[src/rtl/aes_uart_pkg.sv]
// rtl/aes_uart_pkg.sv - shared UART receive-path types, sample taps and vote helper
package aes_uart_pkg;

    typedef enum logic [2:0] {
        IDLE    = 3'd0,
        START   = 3'd1,
        DATA    = 3'd2,
        STOP    = 3'd3,
        WAIT_HI = 3'd4
    } uart_rx_state_t;

    localparam int OVERSAMPLE = 16;

    // Three taps straddling the bit centre
    localparam logic [3:0] MID_LO = 4'd7;
    localparam logic [3:0] MID    = 4'd8;
    localparam logic [3:0] MID_HI = 4'd9;

    function automatic logic majority3(input logic a, input logic b, input logic c);
        return (a & b) | (a & c) | (b & c);
    endfunction

endpackage

[src/rtl/uart_baud_tick.sv]
// rtl/uart_baud_tick.sv - free-running oversample tick divider
module uart_baud_tick #(
    parameter int CLK_FREQ   = 50_000_000,
    parameter int BAUD       = 115_200,
    parameter int OVERSAMPLE = 16
) (
    input  logic clk,
    input  logic rst,
    output logic tick
);

    localparam int TICK_DIV = CLK_FREQ / (BAUD * OVERSAMPLE);
    localparam int CW       = (TICK_DIV < 2) ? 1 : $clog2(TICK_DIV);
    localparam logic [CW-1:0] LAST = CW'(TICK_DIV - 1);

    generate
        if (TICK_DIV < 2) begin : g_bad_div
            $error("uart_baud_tick: TICK_DIV must be >= 2");
        end
    endgenerate

    logic [CW-1:0] cnt;

    // Divider runs continuously; it is never re-phased by line activity
    always_ff @(posedge clk) begin
        if (rst) begin
            cnt <= '0;
        end else if (cnt == LAST) begin
            cnt <= '0;
        end else begin
            cnt <= cnt + CW'(1);
        end
    end

    assign tick = (cnt == LAST);

endmodule

[src/rtl/uart_rx_os.sv]
// rtl/uart_rx_os.sv - 16x oversampling UART receiver with majority vote and framing check
module uart_rx_os
    import aes_uart_pkg::*;
#(
    parameter int CLK_FREQ   = 50_000_000,
    parameter int BAUD       = 115_200,
    parameter int OVERSAMPLE = 16
) (
    input  logic       clk,
    input  logic       rst,
    input  logic       rx_serial,
    output logic [7:0] rx_data,
    output logic       rx_valid,
    output logic       rx_ferr,
    output logic       rx_busy
);

    generate
        if (OVERSAMPLE != 16) begin : g_bad_os
            $error("uart_rx_os: OVERSAMPLE must be 16");
        end
    endgenerate

    localparam logic [3:0] SCNT_LAST = 4'(OVERSAMPLE - 1);

    logic           tick;
    logic [1:0]     sync;
    logic           rx_s;

    uart_rx_state_t state, state_n;
    logic [3:0]     scnt, scnt_n, scnt_adv;
    logic [2:0]     bcnt, bcnt_n;
    logic [7:0]     shreg, shreg_n;
    logic [7:0]     data_n;
    logic           s_lo, s_lo_n;
    logic           s_mid, s_mid_n;
    logic           valid_n, ferr_n;
    logic           maj;

    uart_baud_tick #(
        .CLK_FREQ  (CLK_FREQ),
        .BAUD      (BAUD),
        .OVERSAMPLE(OVERSAMPLE)
    ) u_tick (
        .clk (clk),
        .rst (rst),
        .tick(tick)
    );

    assign rx_s     = sync[1];
    assign scnt_adv = scnt + 4'd1;
    // Third vote comes straight from the line on the MID_HI tick itself
    assign maj      = majority3(s_lo, s_mid, rx_s);
    assign rx_busy  = (state != IDLE);

    // Two-flop synchronizer; resets to the idle-high line level
    always_ff @(posedge clk) begin
        if (rst) begin
            sync <= 2'b11;
        end else begin
            sync <= {sync[0], rx_serial};
        end
    end

    // FSM state, counters, shift register and registered output pulses
    always_ff @(posedge clk) begin
        if (rst) begin
            state    <= IDLE;
            scnt     <= 4'd0;
            bcnt     <= 3'd0;
            shreg    <= 8'h00;
            s_lo     <= 1'b1;
            s_mid    <= 1'b1;
            rx_data  <= 8'h00;
            rx_valid <= 1'b0;
            rx_ferr  <= 1'b0;
        end else begin
            state    <= state_n;
            scnt     <= scnt_n;
            bcnt     <= bcnt_n;
            shreg    <= shreg_n;
            s_lo     <= s_lo_n;
            s_mid    <= s_mid_n;
            rx_data  <= data_n;
            rx_valid <= valid_n;
            rx_ferr  <= ferr_n;
        end
    end

    // Next-state: every decision is taken on a tick cycle only
    always_comb begin
        state_n = state;
        scnt_n  = scnt;
        bcnt_n  = bcnt;
        shreg_n = shreg;
        s_lo_n  = s_lo;
        s_mid_n = s_mid;
        data_n  = rx_data;
        valid_n = 1'b0;
        ferr_n  = 1'b0;

        if (tick && (state == START || state == DATA || state == STOP)) begin
            scnt_n = scnt_adv;
            if (scnt_adv == MID_LO) s_lo_n  = rx_s;
            if (scnt_adv == MID)    s_mid_n = rx_s;
        end

        if (tick) begin
            case (state)
                IDLE: begin
                    if (!rx_s) begin
                        state_n = START;
                        scnt_n  = 4'd0;
                    end
                end
                START: begin
                    if (scnt_adv == MID_HI && maj) begin
                        state_n = IDLE;
                    end else if (scnt_adv == SCNT_LAST) begin
                        state_n = DATA;
                        bcnt_n  = 3'd0;
                    end
                end
                DATA: begin
                    if (scnt_adv == MID_HI) begin
                        shreg_n = {maj, shreg[7:1]};
                    end
                    if (scnt_adv == SCNT_LAST) begin
                        if (bcnt == 3'd7) begin
                            state_n = STOP;
                        end else begin
                            bcnt_n = bcnt + 3'd1;
                        end
                    end
                end
                STOP: begin
                    // Leave at mid-stop so a back-to-back start edge is not missed
                    if (scnt_adv == MID_HI) begin
                        if (maj) begin
                            data_n  = shreg;
                            valid_n = 1'b1;
                            state_n = IDLE;
                        end else begin
                            ferr_n  = 1'b1;
                            state_n = WAIT_HI;
                        end
                    end
                end
                WAIT_HI: begin
                    if (rx_s) state_n = IDLE;
                end
                default: state_n = IDLE;
            endcase
        end
    end

endmodule
[config.mk]
export PLATFORM = sky130hd
export DESIGN_NAME = uart_rx_os
export DESIGN_NICKNAME = d
export VERILOG_FILES = /design/src/rtl/aes_uart_pkg.sv /design/src/rtl/uart_baud_tick.sv /design/src/rtl/uart_rx_os.sv
export SDC_FILE = /design/constraint.sdc
export NUM_CORES = 1
export LEC_CHECK = 0
export ABC_AREA = 1
export ABC_CLOCK_PERIOD_IN_PS = 2800
export CAP_MARGIN = 20
export CORE_ASPECT_RATIO = 1.4
export CORE_UTILIZATION = 45
export CTS_CLUSTER_DIAMETER = 100
export DETAILED_ROUTE_END_ITERATION = 10
export HOLD_SLACK_MARGIN = 0.1
export PLACE_DENSITY = 0.63
export SYNTH_ARGS = -nofsm -noshare
export SYNTH_HDL_FRONTEND = slang
export SYNTH_SLANG_ARGS = --single-unit
[constraint.sdc]
create_clock -name clk -period 2.8 [get_ports clk]
set_input_delay 0.42 -clock clk [delete_from_list [all_inputs] [get_ports clk]]
set_output_delay 0.42 -clock clk [all_outputs]
set_load 0.01 [all_outputs]
==> results of run 1 <==
## cell type report
cell class / count / area share [%]
clock buffers: 7 / 4.85
clock inverters: 1 / 0.252
inverters: 28 / 5.29
multi-input cells: 145 / 42.8
flip-flops and latches: 37 / 37.3
well taps: 42 / 2.64
repair buffers: 14 / 6.92
## cells in the final DEF (no fill, tap or decap)
cell	instances
a211oi_1	4
a21oi_1	20
a21oi_4	1
buf_4	1
clkbuf_8	7
clkdlybuf4s50_1	13
clkinv_2	1
dfxtp_1	37
ha_1	8
inv_1	22
inv_2	6
nand2_1	31
nand2_2	4
nand2_4	1
nand3_1	12
nand3_2	1
nand4_1	1
nand4_2	1
nand4_4	1
nor2_1	27
nor2_2	1
nor2_4	2
nor3_1	1
nor3_2	1
nor4_1	1
o211ai_1	2
o21a_1	1
o21ai_0	11
o21ai_1	4
o21ai_2	1
o21ai_4	2
o31ai_1	1
or2_2	3
xnor2_1	1
xnor2_2	1
## power breakdown
group | switching [mW] | total [mW] | internal, mW
clock | 0.184 | 0.406 | 0.222
combinational | 0.0132 | 0.0227 | 0.00950
sequential | 0.00399 | 0.535 | 0.531
## stage by stage
| step | cells | setup WS [ns] | utilization [%] |
|---|---|---|---|
| after global placement | 266 | 0.964 | 51.3 |
| final | 274 | 0.874 | 54.1 |
| after floorplan | 214 | 1.27 | - |
| after CTS | 274 | 0.865 | 54.1 |
| after global routing | 274 | 0.756 | 54.1 |
| after detailed placement | 266 | 1.00 | 51.3 |
## worst register-to-register path: stages, from the launching register on
cell and delay [ns]:
dfxtp_1 0.36, ha_1 0.24, xnor2_2 0.30, nand4_2 0.22, nor2_4 0.29, inv_1 0.12, nor2_1 0.11, nor2_1 0.05
## flip-flops by register name, summed over array words and instances (netlist names)
name,cells
shreg,8
rx_ferr,1
state,3
bcnt,3
scnt,4
sync,2
s_mid,1
rx_data,8
s_lo,1
u_tick.cnt,5
rx_valid,1
## worst max-delay path by stage
stage | to | depth (start not counted) | slack [ns]
after floorplan | rx_data[6] | 7 | 1.27
after global routing | rx_busy | 5 | 0.76
after global placement | scnt[1] | 4 | 0.96
after CTS | rx_busy | 5 | 0.86
final | rx_busy | 5 | 0.87
after detailed placement | rx_data[1] | 7 | 1.00
## cells in the mapped netlist
library cell | count | area (um2)
o21ai_1 | 4 | 20.0
nand3_1 | 12 | 60.1
inv_1 | 22 | 82.6
a21oi_1 | 20 | 100
nand3_2 | 1 | 10.0
a21oi_4 | 1 | 16.3
nor2_4 | 2 | 22.5
xnor2_2 | 1 | 16.3
nand4_4 | 1 | 21.3
nor2_2 | 1 | 6.26
xnor2_1 | 1 | 8.76
nand2_1 | 31 | 116
a211oi_1 | 4 | 30.0
nor2_1 | 27 | 101
nand4_2 | 1 | 12.5
nor3_2 | 1 | 10.0
o21ai_2 | 1 | 8.76
o31ai_1 | 1 | 7.51
o21a_1 | 1 | 7.51
nor4_1 | 1 | 6.26
nand2_2 | 4 | 25.0
o21ai_0 | 11 | 55.1
nand4_1 | 1 | 6.26
dfxtp_1 | 37 | 741
o211ai_1 | 2 | 15.0
inv_2 | 6 | 22.5
nand2_4 | 1 | 11.3
clkbuf_1 | 1 | 3.75
or2_2 | 3 | 18.8
buf_6 | 2 | 22.5
ha_1 | 8 | 100
buf_2 | 1 | 5.00
nor3_1 | 1 | 5.00
o21ai_4 | 2 | 32.5
## per-layer routing
metal | vias up | global-route usage (%)
li1 | 736 | -
met1 | 605 | 20.8
met2 | 15 | 29.8
met3 | 7 | 4.79
met4 | 0 | 9.69
met5 | - | 0
## kinds of logic (layout without fill, tap and decap cells)
group | after synthesis | in the layout
simple gates | 88 | 88
compound gates | 47 | 47
buf+inv | 32 | 50
xor+xnor | 2 | 2
fa+ha+maj | 8 | 8
flops | 37 | 37
==> reports/qor.yml, run 1 <==
grt.total_usage_pct: 18.0
fmax_mhz: 519
grt_max_degree: 16
core_area_um2: 3680
ios: 14
grt_pass1_wl_um: 5260
die_x_um: 54.4
ys_seq_elements: 37
reg2regPathDepth: 7
period_share_pct: 68.8
cp-end-kind: "output pin"
wl_met3_um: 71
diodes: 0
synthMuxAreaShare_pct: 0
hold_path_startpoint: "sync[0]"
final_hold_viol_count: 0
r2r_start: "scnt[0]"
critPathKind: "flop to output pin"
insertion_delay_ns: 0.29
gr-total-overflow: 0
dpl_cell_area_um2: 1890
timing.rr.end: "rx_data[1]"
synth_top_family_by_area: "simple AND/OR/NAND/NOR gates"
required_ns: 2.38
cts_sinks: 37
r2r_slack_ns: 1.02
synth_compound_area_share_pct: 16.9
p_total_mw: 0.963
synth.distinct_cells: 34
top_layer: "met4"
crit_arrival_ns: 1.51
rsz0062_at_grt: "false"
antenna_found_initial: 0
dp_hpwl_um: 2310
holdPathEnd: "sync[1]"
fill_cells: 362
nets: 242
critPathLaunch: "state[2]"
rows: 26
die_h_um: 75.3
htreeDepth: 2
leakage_nw: 0.813
synth_nets: 225
grt_pass1_vias: 1210
path_cells: "inv_2 > nand2_2 > nor2_1 > inv_1 > clkdlybuf4s50_1"
viasPerCell: 4.97
synthCells: 214
yosys_warnings: 0
cts_buffers: 5
wl_met1_um: 1430
maxSlewViolCount: 0
synth.avg_cell_area_um2: 8.07
post_cts_buffers: 0
holdPathStages: 1
port_buffers: 13
path_max_fanout: 4
path_buf_inv: 3
cpMaxStageDelayCell: "clkdlybuf4s50_1"
synthAdderAreaFrac_pct: 5.79
ant_nets: 0
drtIter0Drc: 22
gp_congestion: 0.800
critPathLaunchType: "flop"
tns_ns: 0
synthXorXnorAreaFrac_pct: 1.45
fin_skew_ns: 0.00387
finalCriticalPeriod_ns: 1.93
wl_um: 3120
max_slew_margin_pct: 54.8
critPathMaxStageDelay_ns: 0.52
drive_above_1_share_pct: 15.1
whs_ns: 0.413
cts_root_buffer: "clkbuf_8"
setup_violations: 0
critPathTopFamily: "buffers and inverters"
syn-cell-area_um2: 1730
clk_pin_slew_ns: 0.07
seq_area_frac_synth_pct: 42.9
status: "complete, no violations"
areaGrowthSynthToFinish_pct: 15.1
worstMarginPinSlew_ns: 0.672
initial_utilization_pct: 47.0
p_per_area_nw_per_um2: 485
clockBufferDepth: 2
wl_per_cell_um: 11.4
ir_drop_v: 0.000336
cap_violations: 0
min-delay-path-class: "flop to flop"
wl_met2_um: 1550
cts_tree: "yes"
final_cell_area_um2: 1990
first_pass_iters: 4
vias: 1363
synth-simple-area-share_pct: 25.1
multiInputGateArea_um2: 851
holdBufCountCts: 0
seq_area_um2: 741
drc: 0
design.die.area_um2: 4100
cts_resized: 0
No activity file was read; power rests on OpenSTA's default activity.
==> inputs of run 2 (changes only) <==
--- a/config.mk
+++ b/config.mk
@@ -6,7 +6,7 @@
 export NUM_CORES = 1
 export LEC_CHECK = 0
 export ABC_AREA = 1
-export ABC_CLOCK_PERIOD_IN_PS = 2800
+export ABC_CLOCK_PERIOD_IN_PS = 2000
 export CAP_MARGIN = 20
 export CORE_ASPECT_RATIO = 1.4
 export CORE_UTILIZATION = 45
==> constraint.sdc (replaced) <==
create_clock -name clk -period 2 [get_ports clk]
set_input_delay 0.3 -clock clk [delete_from_list [all_inputs] [get_ports clk]]
set_output_delay 0.3 -clock clk [all_outputs]
set_load 0.01 [all_outputs]
==> reports/qor.yml, run 2 (synthesized netlist as in run 1, its figures left out) <==
status: "complete, no violations"
gr-total-overflow: 0
ant_nets: 0
r2r_start: "scnt[0]"
areaGrowthSynthToFinish_pct: 14.0
cts_tree: "yes"
holdPathEnd: "sync[1]"
drtIter0Drc: 24
wl_um: 3110
viasPerCell: 4.98
p_seq_share_pct: 58.7
grt_pass1_vias: 1180
met2_usage_pct: 28.9
worstMarginPinSlew_ns: 0.566
fin_skew_ns: 0.00785
core_area_um2: 3680
period_share_pct: 91.2
fmax_mhz: 548
grt_pass1_wl_um: 5130
die_x_um: 54.4
die_h_um: 75.3
hold_path_startpoint: "sync[0]"
timing.rr.end: "rx_data[3]"
reg2regPathDepth: 7
path_cells: "inv_2 > nand2_2 > nor2_1 > inv_1 > clkdlybuf4s50_1"
cap_violations: 0
critPathKind: "flop to output pin"
nets: 242
pwr-share-comb_pct: 2.5
final_common_cell: "dfxtp_1"
setup_violations: 0
grt_max_degree: 20
r2r_slack_ns: 0.22
finalCriticalPeriod_ns: 1.82
rows: 26
crit_arrival_ns: 1.52
critPathLaunchType: "flop"
clockBufferDepth: 2
dp_hpwl_um: 2270
htreeDepth: 2
ir_drop_v: 0.000449
dp_cells: 266
insertion_delay_ns: 0.28
cp-end-kind: "output pin"
clk_pin_slew_ns: 0.07
final_cell_mix: "dfxtp_1, nand2_1, nor2_1"
rsz0062_at_grt: "false"
place_ws_ns: 0.235
ios: 14
gr-max-usage-layer: "met2"
intPower_mw: 0.998
antenna_found_initial: 0
initial_utilization_pct: 47.0
first_pass_iters: 4
drive_above_1_share_pct: 14.7
vias: 1365
grtUsageMet1_pct: 20.7
holdPathStages: 1
cts_root_buffer: "clkbuf_8"
top_regs: "rx_data: 8 flops, shreg: 8 flops, u_tick.cnt: 5 flops"
path_max_fanout: 4
tns_ns: 0
wl_per_cell_um: 11.4
critPathMaxStageDelay_ns: 0.52
fin_util_pct: 53.6
gp_congestion: 0.775
drc: 0
swShare_pct: 21.8
grt_use_met3_pct: 5.39
p_switching_mw: 0.278
critPathTopFamily: "buffers and inverters"
min-delay-path-class: "flop to flop"
maxSlewViolCount: 0
p_per_area_nw_per_um2: 648
cts_sinks: 37
post_cts_buffers: 0
design.die.area_um2: 4100
required_ns: 1.70
fin_cells: 274
max_slew_margin_pct: 61.9
holdBufCountCts: 0
grt.total_usage_pct: 17.7
leakage_nw: 0.804
port_buffers: 13
path_buf_inv: 3
final_hold_viol_count: 0
clkPwrFrac_pct: 38.8
cts_buffers: 5
worst_slack_ns: 0.175
cts_resized: 0
diodes: 0
cpMaxStageDelayCell: "clkdlybuf4s50_1"
==> run 2: power by group through the flow <==
stage                     Sequential, mW  Combinational, mW  Clock, mW
final                              0.749             0.0318      0.495
after global routing               0.750             0.0373      0.540
after CTS                          0.749             0.0322      0.507
after detailed placement           0.766             0.0322          0
after global placement             0.766             0.0326          0
after floorplan                    0.765             0.0213          0
==> run 2: cell type report <==
cell class,instances,area (um2)
Multi-Input combinational cell,145,851
Tap cell,42,52.6
Sequential cell,37,741
Timing Repair Buffer,14,138
Inverter,28,105
Clock inverter,2,10.0
Fill cell,356,1710
Clock buffer,6,72.6
==> run 2: per-layer routing <==
metal / routed length, um / part of all wire [%]
met3: 89 / 2.9
met1: 1420 / 46
met4: 70 / 2.2
met5: 0 / 0
met2: 1530 / 49
==> run 2: metrics by stage <==
stage | total power, mW | hold WS (ns) | instance area [um2]
finish | 1.28 | 0.410 | 1970
global route | 1.33 | 0.432 | 1970
CTS | 1.29 | 0.414 | 1970
detailed placement | 0.798 | 0.400 | 1890
global placement | 0.799 | 0.391 | 1890
floorplan | 0.786 | 0.369 | 1730
==> run 2: how the worst max path moves through the flow <==
stage                         from          to  cells past startpoint
final                     state[2]     rx_busy                      5
after global routing       scnt[0]  rx_data[3]                      7
after CTS                 state[2]     rx_busy                      5
after detailed placement   scnt[0]  rx_data[1]                      7
after global placement     scnt[0]  rx_data[3]                      7
after floorplan            scnt[0]  rx_data[6]                      7
==> inputs of run 3 (changes only) <==
--- a/config.mk
+++ b/config.mk
@@ -6,14 +6,16 @@
 export NUM_CORES = 1
 export LEC_CHECK = 0
 export ABC_AREA = 1
-export ABC_CLOCK_PERIOD_IN_PS = 2000
 export CAP_MARGIN = 20
+export CELL_PAD_IN_SITES_DETAIL_PLACEMENT = 1
+export CELL_PAD_IN_SITES_GLOBAL_PLACEMENT = 1
 export CORE_ASPECT_RATIO = 1.4
-export CORE_UTILIZATION = 45
+export CORE_UTILIZATION = 42
 export CTS_CLUSTER_DIAMETER = 100
 export DETAILED_ROUTE_END_ITERATION = 10
 export HOLD_SLACK_MARGIN = 0.1
-export PLACE_DENSITY = 0.63
+export PLACE_DENSITY = 0.76
+export SKIP_CTS_REPAIR_TIMING = 1
 export SYNTH_ARGS = -nofsm -noshare
 export SYNTH_HDL_FRONTEND = slang
 export SYNTH_SLANG_ARGS = --single-unit
==> reports/qor.yml, run 3 (synthesized netlist as in run 1, its figures left out) <==
status: "complete, no violations"
place_ws_ns: 0.153
areaGrowthSynthToFinish_pct: 15.1
cts_tree: "yes"
leakage_nw: 0.813
gr-total-overflow: 0
clk_pin_slew_ns: 0.07
nets: 244
cts_buffers: 5
diodes: 0
final_common_cell: "dfxtp_1"
first_pass_iters: 3
min-delay-path-class: "flop to flop"
top_regs: "rx_data: 8 flops, shreg: 8 flops, u_tick.cnt: 5 flops"
p_per_area_nw_per_um2: 663
grt.total_usage_pct: 19.3
htreeDepth: 2
cp-end-kind: "flop"
final_cell_mix: "dfxtp_1, nand2_1, nor2_1"
critPathKind: "flop to flop"
p_total_mw: 1.32
fin_skew_ns: 0.00738
final_hold_viol_count: 0
clockBufferDepth: 2
design.die.area_um2: 4380
grt_max_degree: 15
critPathLaunchType: "flop"
fmax_mhz: 534
required_ns: 2.18
whs_ns: 0.419
ios: 14
max_slew_margin_pct: 52.2
die_h_um: 77.9
grt_pass1_vias: 1525
worst_slack_ns: 0.127
die_x_um: 56.2
initial_utilization_pct: 43.7
cap_violations: 0
viasPerCell: 5.21
cts_root_buffer: "clkbuf_8"
period_share_pct: 93.7
ir_drop_v: 0.000386
setup_violations: 0
cts_sinks: 37
rows: 27
path_max_fanout: 14
ant_nets: 0
insertion_delay_ns: 0.29
finalCriticalPeriod_ns: 1.87
gp_congestion: 0.821
drive_above_1_share_pct: 15.0
wl_per_cell_um: 13.6
tns_ns: 0
wl_um: 3770
dp_hpwl_um: 2880
antenna_found_initial: 0
core_area_um2: 3950
maxSlewViolCount: 0
port_buffers: 13
drc: 0
drtIter0Drc: 18
grt_pass1_wl_um: 6590
crit_arrival_ns: 2.05
worstMarginPinSlew_ns: 0.711
rsz0062_at_grt: "false"
vias: 1439
-- run 3: cell count changes in the layout (fill, tap and decap cells not counted), sizes merged --
| cell | previous run | this run |
|---|---|---|
| clkbuf | 6 | 7 |
| buf | 1 | 3 |
| clkinv | 2 | 0 |
-- run 3: path summary, 6_finish.rpt --
| path | to | start | depth (start not counted) | slack, ns |
|---|---|---|---|---|
| worst max-delay path | rx_data[0] | scnt[0] | 7 | 0.13 |
| worst min-delay path | sync[1] | sync[0] | 1 | 0.42 |
| worst max register to register | rx_data[0] | scnt[0] | 7 | 0.13 |
| worst min register to register | sync[1] | sync[0] | 1 | 0.42 |
-- run 3: stage by stage --
stage / utilization, % / cell area [um2] / std cells
global placement: 48.1 / 1900 / 269
global route: 50.3 / 1990 / 276
detailed placement: 48.1 / 1900 / 269
finish: 50.3 / 1990 / 276
CTS: 50.3 / 1990 / 276
floorplan: - / 1730 / 214
-- run 3: layout make-up --
| cell class | instances | area (um2) |
|---|---|---|
| multi-input combinational | 145 | 851 |
| sequential | 37 | 741 |
| inverter | 28 | 105 |
| timing repair buffer | 16 | 153 |
| fill | 499 | 1960 |
| clock buffer | 7 | 86.3 |
| tap | 43 | 53.8 |
-- run 3: worst max-delay path: stages, from the launching register on --
cell and delay, ns:
dfxtp_1 0.37, ha_1 0.25, xnor2_2 0.31, nand4_2 0.22, nor2_4 0.31, inv_1 0.12
nor2_1 0.11, nor2_1 0.06
-- run 3: per-layer routing --
metal / vias to the layer above / share of wire, % / track usage, %
li1: 732 / - / -
met1: 673 / 40 / 19.3
met2: 19 / 54 / 36.0
met3: 15 / 2.3 / 4.67
met4: 0 / 3.4 / 10.5
met5: - / 0 / 0
-- run 3: where the power goes --
| group | internal (mW) | leakage (nW) | switching (mW) |
|---|---|---|---|
| Clock | 0.273 | 0.0443 | 0.259 |
| Combinational | 0.0158 | 0.469 | 0.0202 |
| Sequential | 0.743 | 0.299 | 0.00609 |
| Total | 1.03 | 0.813 | 0.286 |
